## config.mk

```make
export PLATFORM = sky130hd
export DESIGN_NAME = universal_barrel_shifter_flat
export DESIGN_NICKNAME = d
export VERILOG_FILES = /design/src/rtl/universal_barrel_shifter_if.sv /design/src/rtl/universal_barrel_shifter.sv /design/src/flat_wrapper.sv
export SDC_FILE = /design/constraint.sdc
export NUM_CORES = 1
export LEC_CHECK = 0
export ABC_AREA = 1
export CORE_MARGIN = 5
export CORE_UTILIZATION = 64
export DETAILED_ROUTE_END_ITERATION = 7
export DONT_BUFFER_PORTS = 1
export PLACE_DENSITY_LB_ADDON = 0.1
export SETUP_SLACK_MARGIN = 0.05
export SLEW_MARGIN = 20
export SYNTH_ARGS = -nofsm -noshare
export SYNTH_HDL_FRONTEND = slang
export SYNTH_SLANG_ARGS = --single-unit
```

## constraint.sdc

```tcl
create_clock -name clk -period 1.6 [get_ports clk]
set_input_delay 0.32 -clock clk [delete_from_list [all_inputs] [get_ports clk]]
set_output_delay 0.32 -clock clk [all_outputs]
set_load 0.03 [all_outputs]
```

## src/rtl/universal_barrel_shifter_if.sv

```systemverilog
// Operand/result bundle for universal_barrel_shifter.
// The master side drives operands and the slave side returns the registered result.
interface universal_barrel_shifter_if #(
    parameter int WIDTH   = 16,
    parameter int SHAMT_W = 4
);
    logic               in_valid;
    logic [WIDTH-1:0]   a;
    logic [SHAMT_W-1:0] shift;
    logic               shift_choice;
    logic               rotate;
    logic [WIDTH-1:0]   out;
    logic               out_valid;

    modport master (
        output in_valid, a, shift, shift_choice, rotate,
        input  out, out_valid
    );

    modport slave (
        input  in_valid, a, shift, shift_choice, rotate,
        output out, out_valid
    );
endinterface

```

## src/rtl/universal_barrel_shifter.sv

```systemverilog
// Registered logical barrel shifter: a log2 network of 1/2/4/8... stages, then one output register.
// Optional macro ROTATE_EN adds rotate support; without it the rotate input is ignored.
module universal_barrel_shifter #(
    parameter int WIDTH   = 16,
    parameter int SHAMT_W = 4
) (
    input  logic                         clk,
    input  logic                         rst_n,
    universal_barrel_shifter_if.slave    bus
);
    logic [WIDTH-1:0] w_stage [0:SHAMT_W];
    logic [WIDTH-1:0] w_result;
    logic [WIDTH-1:0] r_out;
    logic             r_out_valid;

    // Right shifts reuse the left-shift network by mirroring the word on the way in and out.
    generate
        for (genvar gi = 0; gi < WIDTH; gi++) begin : g_mirror
            assign w_stage[0][gi] = bus.shift_choice ? bus.a[gi] : bus.a[WIDTH-1-gi];
            assign w_result[gi]   = bus.shift_choice ? w_stage[SHAMT_W][gi]
                                                     : w_stage[SHAMT_W][WIDTH-1-gi];
        end
    endgenerate

    generate
        for (genvar gi = 0; gi < SHAMT_W; gi++) begin : g_stage
            localparam int STEP = 1 << gi;
`ifdef ROTATE_EN
            assign w_stage[gi+1] = !bus.shift[gi] ? w_stage[gi] :
                                   bus.rotate     ? {w_stage[gi][WIDTH-1-STEP:0],
                                                     w_stage[gi][WIDTH-1:WIDTH-STEP]} :
                                                    {w_stage[gi][WIDTH-1-STEP:0],
                                                     {STEP{1'b0}}};
`else
            assign w_stage[gi+1] = !bus.shift[gi] ? w_stage[gi] :
                                                    {w_stage[gi][WIDTH-1-STEP:0],
                                                     {STEP{1'b0}}};
`endif
        end
    endgenerate

`ifndef ROTATE_EN
    logic w_unused_rotate;
    assign w_unused_rotate = bus.rotate;
`endif

    always_ff @(posedge clk) begin
        if (!rst_n) begin
            r_out       <= '0;
            r_out_valid <= 1'b0;
        end else begin
            r_out_valid <= bus.in_valid;
            if (bus.in_valid) begin
                r_out <= w_result;
            end
        end
    end

    assign bus.out       = r_out;
    assign bus.out_valid = r_out_valid;
endmodule

```

## src/flat_wrapper.sv

```systemverilog
// flat-port wrapper written by rule: the top's interface ports become plain ports
module universal_barrel_shifter_flat 
#(
    parameter int WIDTH   = 16,
    parameter int SHAMT_W = 4
)
  (clk, rst_n, bus_in_valid, bus_a, bus_shift, bus_shift_choice, bus_rotate, bus_out, bus_out_valid);
  universal_barrel_shifter_if #(.WIDTH(WIDTH), .SHAMT_W(SHAMT_W)) bus_i ();
  input  logic clk;
  input  logic rst_n;
  input wire logic [$bits(bus_i.in_valid)-1:0] bus_in_valid;
  input wire logic [$bits(bus_i.a)-1:0] bus_a;
  input wire logic [$bits(bus_i.shift)-1:0] bus_shift;
  input wire logic [$bits(bus_i.shift_choice)-1:0] bus_shift_choice;
  input wire logic [$bits(bus_i.rotate)-1:0] bus_rotate;
  output wire logic [$bits(bus_i.out)-1:0] bus_out;
  output wire logic [$bits(bus_i.out_valid)-1:0] bus_out_valid;
  assign bus_i.in_valid = bus_in_valid;
  assign bus_i.a = bus_a;
  assign bus_i.shift = bus_shift;
  assign bus_i.shift_choice = bus_shift_choice;
  assign bus_i.rotate = bus_rotate;
  assign bus_out = bus_i.out;
  assign bus_out_valid = bus_i.out_valid;
  universal_barrel_shifter #(.WIDTH(WIDTH), .SHAMT_W(SHAMT_W)) u_core (.clk(clk), .rst_n(rst_n), .bus(bus_i));
endmodule
```

==> reports/qor.txt, run 1 <==
DR WL met3: 305 µm
Part of the cycle the worst path needs: 0.712
Layout Cells excl Fill: 295
Sw Ratio: 0.381
Least-Margin Pin Slew: 555 ps
Hold slack: 119 ps
I/O Buffers: 0
Placed Instance Area: 0.00170 mm²
Met1 Wirelength: 1860 µm
Routability-driven placement congestion ratio: 0.876
Latest clock arrival within the worst-skew pair: 290 ps
Grt ovf: 0
Worst Clk Skew: 0 ps
Clock share of power: 0.203
Setup Crit Path Kind: flop to output pin
Area growth, synth to finish: 1.55%
DRT iter0 DRCs: 94
Initial core utilization: 0.680
CTS tree: built
Worst Min Path Start: bus_in_valid
P_int: 694 µW
Setup TNS: 0 ps
Layout fillers: 239
Total GRT Usage: 0.228
Post-DRT Antenna Nets: 0
Vias per Instance: 6.13
Chip Height: 61.5 µm
Number of gates resized after CTS: 0
Tot Pwr: 1.12 mW
Crit path DAT: 820 ps
Post-Syn Area per Cell: 6.14 µm²
#FFs+latches synth: 17
Longest Clk Path Bufs: 2
Sequential cell area fraction in the yosys report: 0.200
H-tree depth: 1
Core area: 0.00250 mm²
Ys Warns: 0
Post-Synthesis Net Count: 302
# DRC: 0
Place WS: 173 ps
Vias in the first global route: 1623
Post-DP HPWL: 3160 µm
Fin crit period: 1140 ps
Run status: completed
Power Dens Cells: 650 mW/mm²
Crit. End Element: output pin
Proportion of layout cells with a drive suffix above 1: 0.174
Metal2 WL: 1840 µm
Antenna cells: 0
Reg2reg start: u_core.bus.out[9]
Post-CTS Setup Bufs: 0
Die X: 61.5 µm
Hold buffer count at cts: 0
First-pass GRT wire length: 6800 µm
Combinational share of power: 0.334
Routed vias: 1809
Hold path cells: 2
Setup WS post-layout: 461 ps
Fin util: 0.691
VDD IR max: 0.780 mV
Top sig layer: met4
Dpl cells: 291
CTS Buf Count: 3
Design Area, Final: 0.00173 mm²
Instance count on the critical path: 0
Rows: 18
Crit path from: u_core.bus.out[8]
Sw Pwr: 427 µW
Clk root buf: clkbuf_4
Distinct cells, synth: 18
Hold Vio Cnt, Final: 0
Final setup vio count: 0
Fin. max-slew vios: 0
R2R cell count: 2
DR WL/cell: 13.6 µm
Worst slew margin: 0.630
Clk pin slew, worst setup/hold paths: 90 ps
Wire length after detailed routing: 4010 µm
Final nets: 291
Initial DRT Pass Iterations: 4
Crit start category: flop
WP data required: 1280 ps
Crit-path max FO: 2
Largest net degree at the start of global routing: 34
Max frequency: 878 MHz
Syn Inst Count: 277
RSZ-0062 raised after global routing: false
Leak: 0.731 nW
Post-Synthesis Cell Area: 0.00170 mm²
Maximum capacitance violations: 0
Die ar.: 0.00379 mm²
CTS sink count: 17
Hold Path Class: input pin to flop
Flop pwr share: 0.463
Initial antenna violation count: 0
Ports: 42
synthesized netlist by cell type:
library cell  count  area, µm²
buf_4             1       7.51
nand3_1          98        490
nor2_1            2       7.51
buf_2            10       50.1
nand4_1           2       12.5
dfxtp_1          17        340
a21oi_2           6       52.6
buf_1             1       3.75
a21oi_1          24        120
inv_2             2       7.51
nand3_2          19        190
nand2_2          10       62.6
inv_1             6       22.5
nand2_1          68        255
buf_6             4       45.0
o21ai_1           1       5.00
o21ai_2           1       8.76
clkbuf_1          5       18.8
cells by family after synthesis:
kind of cell	count (synthesis)	share of synthesized area
simple gates	199	0.599
compound gates	32	0.110
flops	17	0.200
buf+inv	29	0.0912
layout by cell type, fill, tap and decap left out, types with 3 or more instances in the layout:
cell type and instances:
nand3_1 98, nand2_1 68, a21oi_1 24, nand3_2 19, dfxtp_1 17, nand2_2 10
inv_1 6, a21oi_2 6, buf_12 4, clkbuf_4 3
final timing paths:
| path | endpoint | slack (ps) |
|---|---|---|
| setup / recovery | bus_out[8] | 460 |
| hold / removal | u_core.bus.out_valid | 120 |
| setup reg to reg | u_core.bus.out[9] | 760 |
| hold reg to reg | u_core.bus.out[0] | 620 |
area by class of cell:
class	instances	area (µm²)	area share
Multi-Input combinational cell	231	1200	0.698
Sequential cell	17	340	0.197
Timing Repair Buffer	5	87.6	0.0507
Tap cell	30	37.5	0.0217
Inverter	8	30.0	0.0174
Clock buffer	4	26.3	0.0152
routing by layer:
metal  global-route usage  vias to the layer above
met5                    0                        -
li1                     -                      937
met1                0.324                      809
met3               0.0482                        2
met4               0.0182                        0
met2                0.369                       61
state kept, by name, summed over array words and instances, names as in the netlist:
name / flops
u_core.bus.out: 16
u_core.bus.out_valid: 1
power groups by stage:
stage,combinational (mW),sequential (mW),clock (mW)
final,0.374,0.519,0.228
after global routing,0.425,0.524,0.251
after CTS,0.373,0.521,0.231
after detailed placement,0.372,0.531,0
after global placement,0.366,0.530,0
after floorplan,0.339,0.525,0
Power figures use the tool's default switching activity.
==> run 2: changes to the inputs <==
--- a/config.mk
+++ b/config.mk
@@ -7,7 +7,7 @@
 export LEC_CHECK = 0
 export ABC_AREA = 1
 export CORE_MARGIN = 5
-export CORE_UTILIZATION = 64
+export CORE_UTILIZATION = 57
 export DETAILED_ROUTE_END_ITERATION = 7
 export DONT_BUFFER_PORTS = 1
 export PLACE_DENSITY_LB_ADDON = 0.1
==> constraint.sdc (replaced) <==
create_clock -name clk -period 0.9 [get_ports clk]
set_input_delay 0.18 -clock clk [delete_from_list [all_inputs] [get_ports clk]]
set_output_delay 0.18 -clock clk [all_outputs]
set_load 0.03 [all_outputs]
==> run 2 against run 1 <==
Against the previous run:
- the flow now stops in 5_1_grt
- area after synthesis did not move
- synthesized cell count did not move
==> reports/qor.txt, run 2 <==
Last step reached: 5_1_grt
Syn Inst Count: 277
Post-Synthesis Net Count: 302
I/O Buffers: 0
CTS Buf Count: 3
Routability-driven placement congestion ratio: 0.890
Most common cell in the netlist: nand3_1
Synth Flop Type: dfxtp_1
#FFs+latches synth: 17
Die X: 64.6 µm
Ports: 42
Worst endpoint type: output port
H-tree depth: 1
Sequential cell area fraction in the yosys report: 0.200
Error message: [ERROR DPL-0033] detailed placement checks failed during check placement.
Ys Warns: 0
Distinct cells, synth: 18
Chip Height: 64.6 µm
Number of synthesized flops with an enable pin: 0
Largest net degree at the start of global routing: 34
Post-Syn Area per Cell: 6.14 µm²
Post-GRT worst EP: bus_out[14]
Post-Synthesis Cell Area: 0.00170 mm²
Longest Clk Path Bufs: 2
Post-synth ARST share: 0
Rows: 19
Initial antenna violation count: 0
Area leader, netlist: nand3_1
CTS sink count: 17
Leading cell types by total area after synthesis: nand3_1, dfxtp_1, nand2_1, nand3_2, a21oi_1
Synth top area share: 0.288
Initial core utilization: 0.606
Synth cell count leaders: nand3_1, nand2_1, a21oi_1
Run status: did not finish
Clk root buf: clkbuf_4
Post-DP HPWL: 3490 µm
[run 2: cell counts after synthesis]
Identical to the previous run, type by type.
[run 2: cell families after synthesis]
kind of cell,Yosys count,synth area share
simple gates,199,0.599
flops,17,0.200
compound gates,32,0.110
buf+inv,29,0.0912
[run 2: repair_timing]
item,CTS
setup endpoints to repair,33
endpoints found under the hold margin,1
setup buffers,1
pin swaps,14
gates resized for setup,61
hold buffers,2
[run 2: through the flow]
step | hold WS, ps | setup slack (ps) | utilization | cells | instance area [µm²]
floorplan | 273 | -240 | - | 277 | 1910
global placement | 283 | -354 | 0.737 | 315 | 2070
detailed placement | 284 | -393 | 0.737 | 315 | 2070
CTS | 39.7 | -47.1 | 0.824 | 322 | 2310
==> run 3: changes to the inputs <==
--- a/config.mk
+++ b/config.mk
@@ -7,11 +7,10 @@
 export LEC_CHECK = 0
 export ABC_AREA = 1
 export CORE_MARGIN = 5
-export CORE_UTILIZATION = 57
+export CORE_UTILIZATION = 40
 export DETAILED_ROUTE_END_ITERATION = 7
 export DONT_BUFFER_PORTS = 1
-export PLACE_DENSITY_LB_ADDON = 0.1
-export SETUP_SLACK_MARGIN = 0.05
+export PLACE_DENSITY_LB_ADDON = 0.15
 export SLEW_MARGIN = 20
 export SYNTH_ARGS = -nofsm -noshare
 export SYNTH_HDL_FRONTEND = slang
==> constraint.sdc (replaced) <==
create_clock -name clk -period 1.17 [get_ports clk]
set_input_delay 0.234 -clock clk [delete_from_list [all_inputs] [get_ports clk]]
set_output_delay 0.234 -clock clk [all_outputs]
set_load 0.03 [all_outputs]
==> run 3 against run 2 <==
Against the previous run:
- the flow now finishes without violations
==> reports/qor.txt, run 3 (synthesis results as in run 1) <==
Sw Ratio: 0.357
Vias in the first global route: 1745
Antenna cells: 0
P_int: 1.12 mW
Setup WS post-layout: 88.6 ps
Chip Height: 75.2 µm
Flop pwr share: 0.365
DR WL/cell: 14.0 µm
Die ar.: 0.00566 mm²
Crit-path max FO: 33
Final nets: 313
Rows: 23
Combinational share of power: 0.389
Setup Crit Path Kind: input pin to flop
Initial DRT Pass Iterations: 5
Largest net degree at the start of global routing: 34
Fin crit period: 1080 ps
Ports: 42
Routability-driven placement congestion ratio: 0.857
Crit path DAT: 1260 ps
Clk root buf: clkbuf_8
Worst Clk Skew: 0 ps
Sw Pwr: 624 µW
DRT iter0 DRCs: 155
CTS Buf Count: 3
H-tree depth: 1
Longest Clk Path Bufs: 2
RSZ-0062 raised after global routing: false
Least-Margin Pin Slew: 303 ps
CTS tree: built
Initial core utilization: 0.419
Part of the cycle the worst path needs: 0.924
Initial antenna violation count: 0
First-pass GRT wire length: 7990 µm
Power Dens Cells: 872 mW/mm²
Proportion of layout cells with a drive suffix above 1: 0.275
Commonest non-fill, non-tap cell in the layout: nand3_1
Tot Pwr: 1.75 mW
Place WS: -171 ps
Hold Path Class: input pin to flop
Run status: completed
Vias per Instance: 5.59
Wire length after detailed routing: 4720 µm
Max frequency: 925 MHz
Placed Instance Area: 0.00191 mm²
Design Area, Final: 0.00200 mm²
CTS sink count: 17
Core area: 0.00406 mm²
Clock share of power: 0.246
Layout fillers: 437
Max FFs per register: 16
Maximum capacitance violations: 0
Area of the multi-input gates: 0.00126 mm²
Die X: 75.2 µm
VDD IR max: 0.681 mV
Area growth, synth to finish: 17.9%
Storage cell area: 340 µm²
Latest clock arrival within the worst-skew pair: 240 ps
Most frequent cells in the layout: nand3_1, nand2_1, nand3_2
Hold Vio Cnt, Final: 0
Leak: 0.870 nW
Grt ovf: 0
Post-DRT Antenna Nets: 0
Worst slew margin: 0.798
Fin util: 0.494
Post-DP HPWL: 3580 µm
Crit start category: input pin
Clk pin slew, worst setup/hold paths: 70 ps
Fin. max-slew vios: 0
Routed vias: 1885
Crit. End Element: flop
I/O Buffers: 0
WP data required: 1350 ps
# DRC: 0
Total GRT Usage: 0.176
Final setup vio count: 0
Hold buffer count at cts: 0
## run 3: path summary, 6_finish.rpt
path | start | endpoint | slack, ps | depth (start not counted)
worst max-delay path | bus_shift_choice | u_core.bus.out[8] | 90 | 10
worst min-delay path | bus_in_valid | u_core.bus.out_valid | 80 | 2
worst max register to register | u_core.bus.out[8] | u_core.bus.out[8] | 550 | 2
worst min register to register | u_core.bus.out[10] | u_core.bus.out[10] | 470 | 2
## run 3: what timing repair did
item                                    4_1_cts  5_1_grt
endpoints found under the setup margin        0        7
hold endpoints to repair                      0        0
setup buffers                                 0        0
gates resized for setup                       0        7
## run 3: worst max-delay path, stage by stage
cell,delay [ps]
inv_4,80
buf_12,130
nand2_1,70
nand3_1,90
nand3_1,120
nand3_1,100
nand3_1,110
nand3_1,100
nand3_1,80
a21oi_1,140
## run 3: power by group through the flow
stage	sequential, mW	clock [mW]	combinational, mW
6_report	0.638	0.430	0.680
5_1_grt	0.643	0.486	0.756
4_1_cts	0.638	0.448	0.664
3_5_place_dp	0.651	0	0.661
3_3_place_gp	0.650	0	0.657
2_1_floorplan	0.718	0	0.484
## run 3: final cells by class
class	instances	area share
Multi-Input combinational cell	231	0.628
Sequential cell	17	0.170
Timing Repair Buffer	27	0.129
Tap cell	50	0.0312
Clock buffer	4	0.0225
Inverter	8	0.0200
## run 3: stage by stage
stage | setup TNS, ps | hold slack, ps | instances
floorplan | -252 | 327 | 277
global placement | -1840 | 329 | 332
detailed placement | -2040 | 335 | 332
CTS | 0 | 77.0 | 336
global route | 0 | 83.3 | 337
finish | 0 | 80.9 | 337
## run 3: metal layers
metal | global-route usage | wire [µm] | up-vias
li1 | - | - | 982
met1 | 0.244 | 2150 | 847
met2 | 0.285 | 2190 | 56
met3 | 0.0494 | 376 | 0
met4 | 0.0117 | 0 | 0
met5 | 0 | 0 | -
==> run 4: changes to the inputs <==
--- a/config.mk
+++ b/config.mk
@@ -9,7 +9,6 @@
 export CORE_MARGIN = 5
 export CORE_UTILIZATION = 40
 export DETAILED_ROUTE_END_ITERATION = 7
-export DONT_BUFFER_PORTS = 1
 export PLACE_DENSITY_LB_ADDON = 0.15
 export SLEW_MARGIN = 20
 export SYNTH_ARGS = -nofsm -noshare
==> run 4 against run 3 <==
Against the previous run:
- non-clock buffer count up 39
- register-to-register slack about the same
- critical path type unchanged
- highest routed layer is now met4
- critical path depth up 1
- sequential cell count unchanged
- design area up 50%
==> reports/qor.txt, run 4 (synthesis results as in run 1) <==
Total GRT Usage: 0.220
Routed vias: 2197
Placed Instance Area: 0.00231 mm²
Longest Clk Path Bufs: 2
Hold path cells: 2
Clock share of power: 0.199
Reg2reg start: u_core.bus.out[7]
Place WS: -703 ps
Hold Vio Cnt, Final: 0
Clk pin slew, worst setup/hold paths: 70 ps
Design Area, Final: 0.00302 mm²
Fin. max-slew vios: 0
RSZ-0062 raised after global routing: true
Die X: 75.2 µm
R2R cell count: 2
I/O Buffers: 40
CTS tree: built
Rows: 23
Leak: 1.27 nW
Post-DRT Antenna Nets: 0
Setup TNS: 0 ps
Initial DRT Pass Iterations: 4
Wire length after detailed routing: 6320 µm
DR WL/cell: 16.8 µm
Antenna cells: 0
Part of the cycle the worst path needs: 0.969
Initial core utilization: 0.419
Routability-driven placement congestion ratio: 0.903
Max frequency: 882 MHz
Grt ovf: 0
Run status: completed
Flop pwr share: 0.283
Largest net degree at the start of global routing: 27
Sw Ratio: 0.403
Worst Clk Skew: 0 ps
Sw Pwr: 903 µW
Worst slew margin: 0.854
Tot Pwr: 2.24 mW
Hold Path Class: flop to flop
Post-DP HPWL: 3880 µm
CTS Buf Count: 3
Worst Min Path Start: u_core.bus.out[10]
Commonest non-fill, non-tap cell in the layout: nand3_1
H-tree depth: 1
Layout fillers: 300
WHS Endpoint: u_core.bus.out[10]
Chip Height: 75.2 µm
Core area: 0.00406 mm²
Reg2reg end: u_core.bus.out[7]
CTS sink count: 17
Latest clock arrival within the worst-skew pair: 250 ps
Setup Crit Path Kind: input pin to flop
Vias in the first global route: 2153
Least-Margin Pin Slew: 219 ps
Area growth, synth to finish: 77.4%
Layout Cells excl Fill: 377
Crit. End Element: flop
P_int: 1.34 mW
Ports: 42
VDD IR max: 0.684 mV
Hold buffer count at cts: 0
Proportion of layout cells with a drive suffix above 1: 0.535
Final setup vio count: 0
Setup WS post-layout: 36.0 ps
Crit start category: input pin
Final nets: 353
# DRC: 0
Maximum capacitance violations: 0
DRT iter0 DRCs: 138
Max FFs per register: 16
Dpl cells: 366
First-pass GRT wire length: 9800 µm
R2R Setup Slk: 560 ps
Power Dens Cells: 743 mW/mm²
Most frequent cells in the layout: nand3_1, nand2_1, nand3_2
Fin crit period: 1130 ps
Initial antenna violation count: 0
WP data required: 1360 ps
Die ar.: 0.00566 mm²
Clk root buf: clkbuf_8
Combinational share of power: 0.518
Crit-path max FO: 6
Crit path DAT: 1330 ps
Vias per Instance: 5.83
## run 4: per-stage QoR
stage	utilization	hold WS, ps
after detailed placement	0.569	456
after floorplan	-	327
final	0.743	466
after global routing	0.743	488
after global placement	0.569	454
after CTS	0.660	466
## run 4: repair_timing
action                     CTS  global route
gates resized for setup     91            85
pin swaps                   22            26
setup endpoints to repair   16            16
gates cloned                 3             1
hold endpoints to repair     0             0
buffers inserted             4             0
## run 4: cell type report
cell class	count	area (µm²)	share of cell area
Clock buffer	4	45.0	0.0149
Inverter	8	71.3	0.0236
Multi-Input combinational cell	231	1750	0.579
Sequential cell	17	340	0.113
Tap cell	50	62.6	0.0207
Timing Repair Buffer	66	738	0.245
Timing Repair inverter	1	11.3	0.00373
## run 4: routing by layer
metal / part of all wire / up-vias / global-route usage
met3: 0.048 / 21 / 0.0427
met5: 0 / - / 0
met1: 0.43 / 1034 / 0.284
li1: - / 1073 / -
met4: 0.031 / 0 / 0.0563
met2: 0.49 / 69 / 0.374
## run 4: worst max-delay path, stage by stage
cell and delay [ps]:
buf_12 110, clkinv_8 60, buf_16 120, nand2_4 60
nand3_2 100, nand2_1 70, nand2_1 80, nand4_1 130
a21oi_1 150, nand2_1 80, a21oi_2 120
## run 4: worst max-delay path by stage
| stage | depth (start not counted) | slack, ps | endpoint | start |
|---|---|---|---|---|
| after global placement | 10 | -670 | u_core.bus.out[9] | bus_shift_choice |
| after detailed placement | 10 | -700 | u_core.bus.out[13] | bus_shift_choice |
| final | 11 | 40 | u_core.bus.out[13] | bus_shift_choice |
| after global routing | 9 | -60 | u_core.bus.out[5] | bus_a[10] |
| after CTS | 11 | 10 | u_core.bus.out[5] | bus_shift_choice |
| after floorplan | 10 | -30 | u_core.bus.out[3] | bus_shift[0] |
## run 4: power by group through the flow
stage / logic, mW / registers, mW / clock network [mW]
6_report: 1.16 / 0.634 / 0.447
5_1_grt: 1.25 / 0.637 / 0.483
4_1_cts: 0.995 / 0.634 / 0.456
3_5_place_dp: 0.873 / 0.647 / 0
3_3_place_gp: 0.867 / 0.646 / 0
2_1_floorplan: 0.484 / 0.718 / 0
